`config.mk`:
```
export PLATFORM = sky130hd
export DESIGN_NAME = add_p4_flat
export DESIGN_NICKNAME = d
export VERILOG_FILES = /design/src/rtl/fp_pkg.sv /design/src/rtl/add_p4_if.sv /design/src/rtl/fp_skid_buf.sv /design/src/rtl/add_p4.sv /design/src/flat_wrapper.sv
export SDC_FILE = /design/constraint.sdc
export NUM_CORES = 1
export LEC_CHECK = 0
export CAP_MARGIN = 15
export CORE_MARGIN = 4
export CORE_UTILIZATION = 50
export DETAILED_ROUTE_END_ITERATION = 12
export GPL_TIMING_DRIVEN = 0
export PLACE_DENSITY = 0.75
export SYNTH_ARGS = -nofsm -noshare
export SYNTH_HDL_FRONTEND = slang
export SYNTH_HIERARCHICAL = 1
export SYNTH_SLANG_ARGS = --single-unit
```
`constraint.sdc`:
```
create_clock -name clk -period 8 [get_ports clk]
set_clock_uncertainty 0.1 [all_clocks]
set_input_delay 1.6 -clock clk [delete_from_list [all_inputs] [get_ports clk]]
set_output_delay 1.6 -clock clk [all_outputs]
set_load 0.005 [all_outputs]
```
`src/rtl/fp_pkg.sv`:
```
// Shared FP32 constants and result types for the add/sub and sibling FP pipelines.
package fp_pkg;

   localparam int EXP_W  = 8;
   localparam int MANT_W = 24;
   localparam int FRAC_W = 23;

   localparam logic [EXP_W-1:0] EXP_MAX = 8'hFF;
   localparam logic [31:0]      QNAN    = 32'h7FC0_0000;

   localparam int FLAG_NV = 4;
   localparam int FLAG_DZ = 3;
   localparam int FLAG_OF = 2;
   localparam int FLAG_UF = 1;
   localparam int FLAG_NX = 0;

   typedef struct packed {
      logic [31:0] result;
      logic [4:0]  fflags;
   } fp_res_t;

   localparam int FP_RES_W = $bits(fp_res_t);

endpackage

```
`src/rtl/add_p4_if.sv`:
```
// Stage-3 to stage-4 input stream and stage-4 to writeback output stream.
interface add_p4_if;
   import fp_pkg::*;

   logic              in_valid;
   logic              in_ready;
   logic [EXP_W-1:0]  exp_large_out_s4;
   logic [7:0]        leading_zero_ctr;
   logic [MANT_W-1:0] left_shifted_mant;
   logic              sign_out_s4;
   logic              out_valid;
   logic              out_ready;
   logic [31:0]       result;
   logic [4:0]        fflags;

   modport master (
      output in_valid, exp_large_out_s4, leading_zero_ctr, left_shifted_mant, sign_out_s4,
      output out_ready,
      input  in_ready, out_valid, result, fflags
   );

   modport slave (
      input  in_valid, exp_large_out_s4, leading_zero_ctr, left_shifted_mant, sign_out_s4,
      input  out_ready,
      output in_ready, out_valid, result, fflags
   );

endinterface

```
`src/rtl/fp_skid_buf.sv`:
```
// Two-entry valid/ready skid buffer: output register O plus one skid register S.
// in_ready is registered and is simply the inverse of S occupancy.
module fp_skid_buf #(
   parameter int W = 37
) (
   input  logic         clk,
   input  logic         rst,
   input  logic         in_valid,
   output logic         in_ready,
   input  logic [W-1:0] in_data,
   output logic         out_valid,
   input  logic         out_ready,
   output logic [W-1:0] out_data
);

   logic         o_valid_r;
   logic [W-1:0] o_data_r;
   logic         s_valid_r;
   logic [W-1:0] s_data_r;
   logic         in_ready_r;
   logic         in_fire_s;
   logic         out_fire_s;

   assign in_fire_s  = in_valid & in_ready_r;
   assign out_fire_s = o_valid_r & out_ready;

   // O/S occupancy: S only fills when O is held, and drains into O on the next transfer
   always_ff @(posedge clk) begin
      if (rst) begin
         o_valid_r  <= 1'b0;
         o_data_r   <= {W{1'b0}};
         s_valid_r  <= 1'b0;
         s_data_r   <= {W{1'b0}};
         in_ready_r <= 1'b1;
      end else if (s_valid_r) begin
         if (out_fire_s) begin
            o_data_r   <= s_data_r;
            s_valid_r  <= 1'b0;
            in_ready_r <= 1'b1;
         end
      end else if (in_fire_s) begin
         if (!o_valid_r || out_ready) begin
            o_valid_r <= 1'b1;
            o_data_r  <= in_data;
         end else begin
            s_valid_r  <= 1'b1;
            s_data_r   <= in_data;
            in_ready_r <= 1'b0;
         end
      end else if (out_fire_s) begin
         o_valid_r <= 1'b0;
      end
   end

   assign in_ready  = in_ready_r;
   assign out_valid = o_valid_r;
   assign out_data  = o_data_r;

endmodule

```
`src/rtl/add_p4.sv`:
```
// FP32 add/sub stage 4: exponent adjust, zero/special/underflow handling, packing,
// fflags generation, and hand-off through a skid buffer.
module add_p4
   import fp_pkg::*;
#(
   parameter int CNT_W        = 16,
   parameter bit KEEP_UF_SIGN = 1'b1
) (
   input  logic             clk,
   input  logic             rst,
   add_p4_if.slave          bus,
   output logic [CNT_W-1:0] uf_count
);

   logic signed [EXP_W:0] e_s;
   logic                  zero_s;
   logic                  special_s;
   logic                  uf_s;
   logic                  in_fire_s;
   fp_res_t               res_s;
   fp_res_t               out_s;
   logic [CNT_W-1:0]      uf_count_r;

   assign e_s       = $signed({1'b0, bus.exp_large_out_s4}) - $signed({1'b0, bus.leading_zero_ctr});
   assign zero_s    = (bus.leading_zero_ctr >= 8'd24) || (bus.left_shifted_mant == 24'd0);
   assign special_s = (bus.exp_large_out_s4 == EXP_MAX);
   assign in_fire_s = bus.in_valid & bus.in_ready;

   // Result selection, priority zero > special > underflow > normal
   always_comb begin
      res_s  = '{result: 32'h0000_0000, fflags: 5'b00000};
      uf_s   = 1'b0;
      if (zero_s) begin
         res_s.result = 32'h0000_0000;
      end else if (special_s) begin
         if (bus.left_shifted_mant[FRAC_W-1:0] == 23'd0) begin
            res_s.result = {bus.sign_out_s4, EXP_MAX, 23'd0};
         end else begin
            res_s.result = QNAN;
         end
      end else if (e_s <= 9'sd0) begin
         uf_s                  = 1'b1;
         res_s.result          = {(KEEP_UF_SIGN ? bus.sign_out_s4 : 1'b0), 31'd0};
         res_s.fflags[FLAG_UF] = 1'b1;
         res_s.fflags[FLAG_NX] = 1'b1;
      end else begin
         res_s.result = {bus.sign_out_s4, e_s[EXP_W-1:0], bus.left_shifted_mant[FRAC_W-1:0]};
      end
   end

   // Underflow events count at input acceptance and stick at all-ones
   always_ff @(posedge clk) begin
      if (rst) begin
         uf_count_r <= {CNT_W{1'b0}};
      end else if (in_fire_s && uf_s && (uf_count_r != {CNT_W{1'b1}})) begin
         uf_count_r <= uf_count_r + {{(CNT_W-1){1'b0}}, 1'b1};
      end
   end

   assign uf_count = uf_count_r;

   fp_skid_buf #(
      .W (FP_RES_W)
   ) u_skid (
      .clk       (clk),
      .rst       (rst),
      .in_valid  (bus.in_valid),
      .in_ready  (bus.in_ready),
      .in_data   (res_s),
      .out_valid (bus.out_valid),
      .out_ready (bus.out_ready),
      .out_data  (out_s)
   );

   assign bus.result = out_s.result;
   assign bus.fflags = out_s.fflags;

endmodule

```
`src/flat_wrapper.sv`:
```
// flat-port wrapper written by rule: the top's interface ports become plain ports
module add_p4_flat import fp_pkg::*;
#(
   parameter int CNT_W        = 16,
   parameter bit KEEP_UF_SIGN = 1'b1
)
  (clk, rst, uf_count, bus_in_valid, bus_exp_large_out_s4, bus_leading_zero_ctr, bus_left_shifted_mant, bus_sign_out_s4, bus_out_ready, bus_in_ready, bus_out_valid, bus_result, bus_fflags);
  add_p4_if bus_i ();
  input  logic clk;
  input  logic rst;
  output logic [CNT_W-1:0] uf_count;
  input wire logic [$bits(bus_i.in_valid)-1:0] bus_in_valid;
  input wire logic [$bits(bus_i.exp_large_out_s4)-1:0] bus_exp_large_out_s4;
  input wire logic [$bits(bus_i.leading_zero_ctr)-1:0] bus_leading_zero_ctr;
  input wire logic [$bits(bus_i.left_shifted_mant)-1:0] bus_left_shifted_mant;
  input wire logic [$bits(bus_i.sign_out_s4)-1:0] bus_sign_out_s4;
  input wire logic [$bits(bus_i.out_ready)-1:0] bus_out_ready;
  output wire logic [$bits(bus_i.in_ready)-1:0] bus_in_ready;
  output wire logic [$bits(bus_i.out_valid)-1:0] bus_out_valid;
  output wire logic [$bits(bus_i.result)-1:0] bus_result;
  output wire logic [$bits(bus_i.fflags)-1:0] bus_fflags;
  assign bus_i.in_valid = bus_in_valid;
  assign bus_i.exp_large_out_s4 = bus_exp_large_out_s4;
  assign bus_i.leading_zero_ctr = bus_leading_zero_ctr;
  assign bus_i.left_shifted_mant = bus_left_shifted_mant;
  assign bus_i.sign_out_s4 = bus_sign_out_s4;
  assign bus_i.out_ready = bus_out_ready;
  assign bus_in_ready = bus_i.in_ready;
  assign bus_out_valid = bus_i.out_valid;
  assign bus_result = bus_i.result;
  assign bus_fflags = bus_i.fflags;
  add_p4 #(.CNT_W(CNT_W), .KEEP_UF_SIGN(KEEP_UF_SIGN)) u_core (.clk(clk), .rst(rst), .bus(bus_i), .uf_count(uf_count));
endmodule
```
==> results of run 1 <==
-- registers in the layout (all words and copies together) (netlist names) --
| signal | flops |
|---|---|
| u_core/uf_count | 16 |
| u_core/u_skid/s_data_r | 37 |
| u_core/u_skid/s_valid_r | 1 |
| u_core/u_skid/out_data | 37 |
| u_core/u_skid/in_ready | 1 |
| u_core/u_skid/out_valid | 1 |
-- per-layer routing --
layer / share of wire [%] / up-vias / wire [um]
met1: 45 / 2300 / 6190
li1: - / 2494 / -
met4: 1.2 / 0 / 160
met5: 0 / - / 0
met2: 48 / 155 / 6600
met3: 6.0 / 14 / 829
-- critical path, stage by stage --
cell,delay [ps]
clkdlybuf4s50_1,480
inv_1,50
ha_1,210
fa_1,390
nand2b_1,180
a21oi_1,190
nor4_1,80
or3_1,400
a32oi_2,370
nor3b_1,540
clkbuf_1,360
and2_1,200
mux2i_1,80
or4_1,430
a21oi_1,150
-- stage by stage --
stage	cells	hold slack, ps	instance area (um2)	total power, uW	setup slack (ps)
3_5_place_dp	865	347	6490	663	2150
6_report	881	361	6670	940	2470
2_1_floorplan	630	334	5330	596	3340
3_3_place_gp	865	342	6490	658	2230
4_1_cts	881	361	6670	946	2540
5_1_grt	881	377	6670	983	2210
-- kinds of logic after synthesis --
logic type                 after synthesis  synth area share (%)
DFF                                     93                  35.0
buffers and inverters                   71                  6.71
AOI/OAI and AO/OA                      131                  15.9
xor gates and xnor gates                 3                 0.495
and+or+nand+nor                        237                  24.3
muxes                                   79                  15.0
adders and majority gates               10                  2.50
other                                    1                0.0706
-- final timing paths --
check             depth (start not counted)                          to  slack (ps)                        from
setup / recovery                         15  u_core/u_skid/out_data[15]        2470     bus_exp_large_out_s4[0]
hold / removal                            2  u_core/u_skid/s_data_r[20]         360  u_core/u_skid/s_data_r[20]
setup reg to reg                          8          u_core/uf_count[0]        5390          u_core/uf_count[1]
hold reg to reg                           2  u_core/u_skid/s_data_r[20]         360  u_core/u_skid/s_data_r[20]
-- power breakdown --
| group | leakage, uW | internal [uW] | switching [uW] | total [uW] |
|---|---|---|---|---|
| Combinational | 0.00139 | 76.1 | 103 | 179 |
| Clock | 0.0000868 | 115 | 171 | 286 |
| Sequential | 0.000750 | 468 | 5.51 | 474 |
-- cell usage in the layout (no fill, tap or decap), types with 3 or more instances in the layout --
| cell type | netlist | routed |
|---|---|---|
| or4_1 | 43 | 43 |
| mux2_2 | 4 | 4 |
| nand2_1 | 83 | 83 |
| o31ai_1 | 44 | 44 |
| clkinv_4 | 0 | 3 |
| buf_6 | 7 | 7 |
| clkdlybuf4s50_1 | 0 | 99 |
| nor2b_1 | 4 | 4 |
| nand4_1 | 5 | 5 |
| nand3_1 | 8 | 8 |
| or3_1 | 5 | 5 |
| clkbuf_8 | 0 | 9 |
| conb_1 | 1 | 6 |
| o21ai_0 | 9 | 9 |
| mux2i_1 | 75 | 75 |
| nor3_1 | 6 | 6 |
| ha_1 | 9 | 9 |
| buf_2 | 8 | 8 |
| o31a_1 | 3 | 3 |
| clkbuf_1 | 28 | 29 |
| a211oi_1 | 3 | 3 |
| nand3b_1 | 4 | 4 |
| nor4_1 | 9 | 9 |
| nor2_1 | 27 | 27 |
| or2_2 | 3 | 3 |
| nand2b_1 | 4 | 4 |
| and2_1 | 23 | 23 |
| clkbuf_2 | 4 | 4 |
| a21oi_1 | 61 | 61 |
| buf_4 | 6 | 6 |
| nor3b_1 | 3 | 3 |
| inv_1 | 16 | 16 |
| dfxtp_1 | 93 | 93 |
-- final cells by class --
type                    instances  area share, %
repair buffers                 99           14.9
well taps                     136           2.55
multi-input cells             466           46.7
clock inverters                 6          0.713
clock buffers                  10           1.91
flip-flops and latches         93           27.9
plain buffers                  55           4.45
inverters                      16          0.901
==> flow_summary.yaml, run 1 <==
outcome:
  outcome: "finished, final reports clean"
placed_design:
  place_congestion: 0.851
  dp_hpwl_um: 10600
  portBuffers: 99
timing:
  min_period_ps: 5530
  rsz0062_at_grt: "no"
  setup_tns_ps: 0
  fin_crit_sh_pct: 69.2
  slew_violations: 0
  hold_viol: 0
  worst_pin_slew_ps: 734
  finalSetupViolCount: 0
  fmax_mhz: 181
  slew_headroom_pct: 50.4
global_route:
  grt_first_pass_wirelength_um: 23000
  globalRouteOverflowTotal: 0
  grt_util_all_layers_pct: 22.0
  antenna_found_initial: 0
  gr-usage-met2_pct: 37.8
  grt_max_degree: 17
  grt_pass1_vias: 4825
  grtUsageMet3_pct: 4.31
  busiest_layer: "met2"
  gr-usage-met1_pct: 28.3
die:
  ios: 100
  die_area_um2: 12300
  die_x_um: 111
  start_util_pct: 51.5
  die_y_um: 111
  fp.coreArea_um2: 10300
  std_cell_rows: 37
detailed_routing:
  drt_first_pass_iters: 4
  vias: 4963
  route.detailed.drc: 0
  drt_iter0_markers: 270
  antenna_left: 0
  via_per_inst: 5.63
  wl_um: 13800
  post_drt_wl_per_cell_um: 15.6
setup_path:
  required_ps: 8190
  crit_fanout: 10
  cp-start-kind: "input port"
  crit_type: "in -> reg"
  worstPathArrival_ps: 5720
  endpoint_kind: "register"
cells_and_area:
  nets: 795
  final_util_pct: 64.6
  drive_gt1_share_pct: 7.65
  synthToLayoutAreaGrowth_pct: 25.5
  final-seq-area_um2: 1860
  multi_input_area_um2: 3110
  antennaDiodeCount: 0
  fillers: 880
logic_synthesis:
  yosysMostFrequentCell: "dfxtp_1"
  ys_seq_area_share_pct: 35.0
  synth_area_um2: 5310
  synthDistinctLibCells: 51
  ys_top_cells_by_count: "dfxtp_1 (93), nand2_1 (83), mux2i_1 (75)"
  synth_top_area_cell: "dfxtp_1"
  async_reset_ff_share_pct: 0
  ys.flop_type: "dfxtp_1"
  ys_ff_latch: 93
  synth_edf_count: 0
  avgSynthCellArea_um2: 8.50
  synthCells: 625
  synth.area.top_cells: "dfxtp_1 (35%), mux2i_1 (14%), o31ai_1 (6.2%)"
  yosys.area.top_type_share_pct: 35.0
  ys_warn_count: 6
cts:
  cts.sinks: 93
  clock-root-buffer: "clkbuf_8"
  cts_max_level: 3
  cts.clk_slew.worst_paths_ps: 90
  clk_latency_ps: 360
  clockBufferDepth: 2
  cts_resized: 0
  ctsHoldBuffers: 0
  cts_buffers: 9
  cts_setup_buffers: 0
  tritoncts: "yes"
power:
  irDropWorstVdd_mv: 0.0942
  p_per_area_nw_per_um2: 141
  leakagePower_uw: 0.00223
run:
  maxCapViolations: 0
hold_path:
  hp-class: "reg -> reg"
Power figures use the tool's default switching activity.
==> inputs of run 2 (changes only) <==
==> constraint.sdc (replaced) <==
create_clock -name clk -period 5.3 [get_ports clk]
set_clock_uncertainty 0.1 [all_clocks]
set_input_delay 1.06 -clock clk [delete_from_list [all_inputs] [get_ports clk]]
set_output_delay 1.06 -clock clk [all_outputs]
set_load 0.005 [all_outputs]
==> results of run 2 <==
The final DEF is identical to that of run 1. Status: finished, final reports clean.
Main changes from that run: setup slack after placement 2150 ps -> -7.61 ps; setup slack after layout 2470 ps -> 306 ps; register-to-register setup slack 5390 ps -> 2690 ps; total power 940 uW -> 1420 uW; worst IR drop on VDD 0.0942 mV -> 0.142 mV
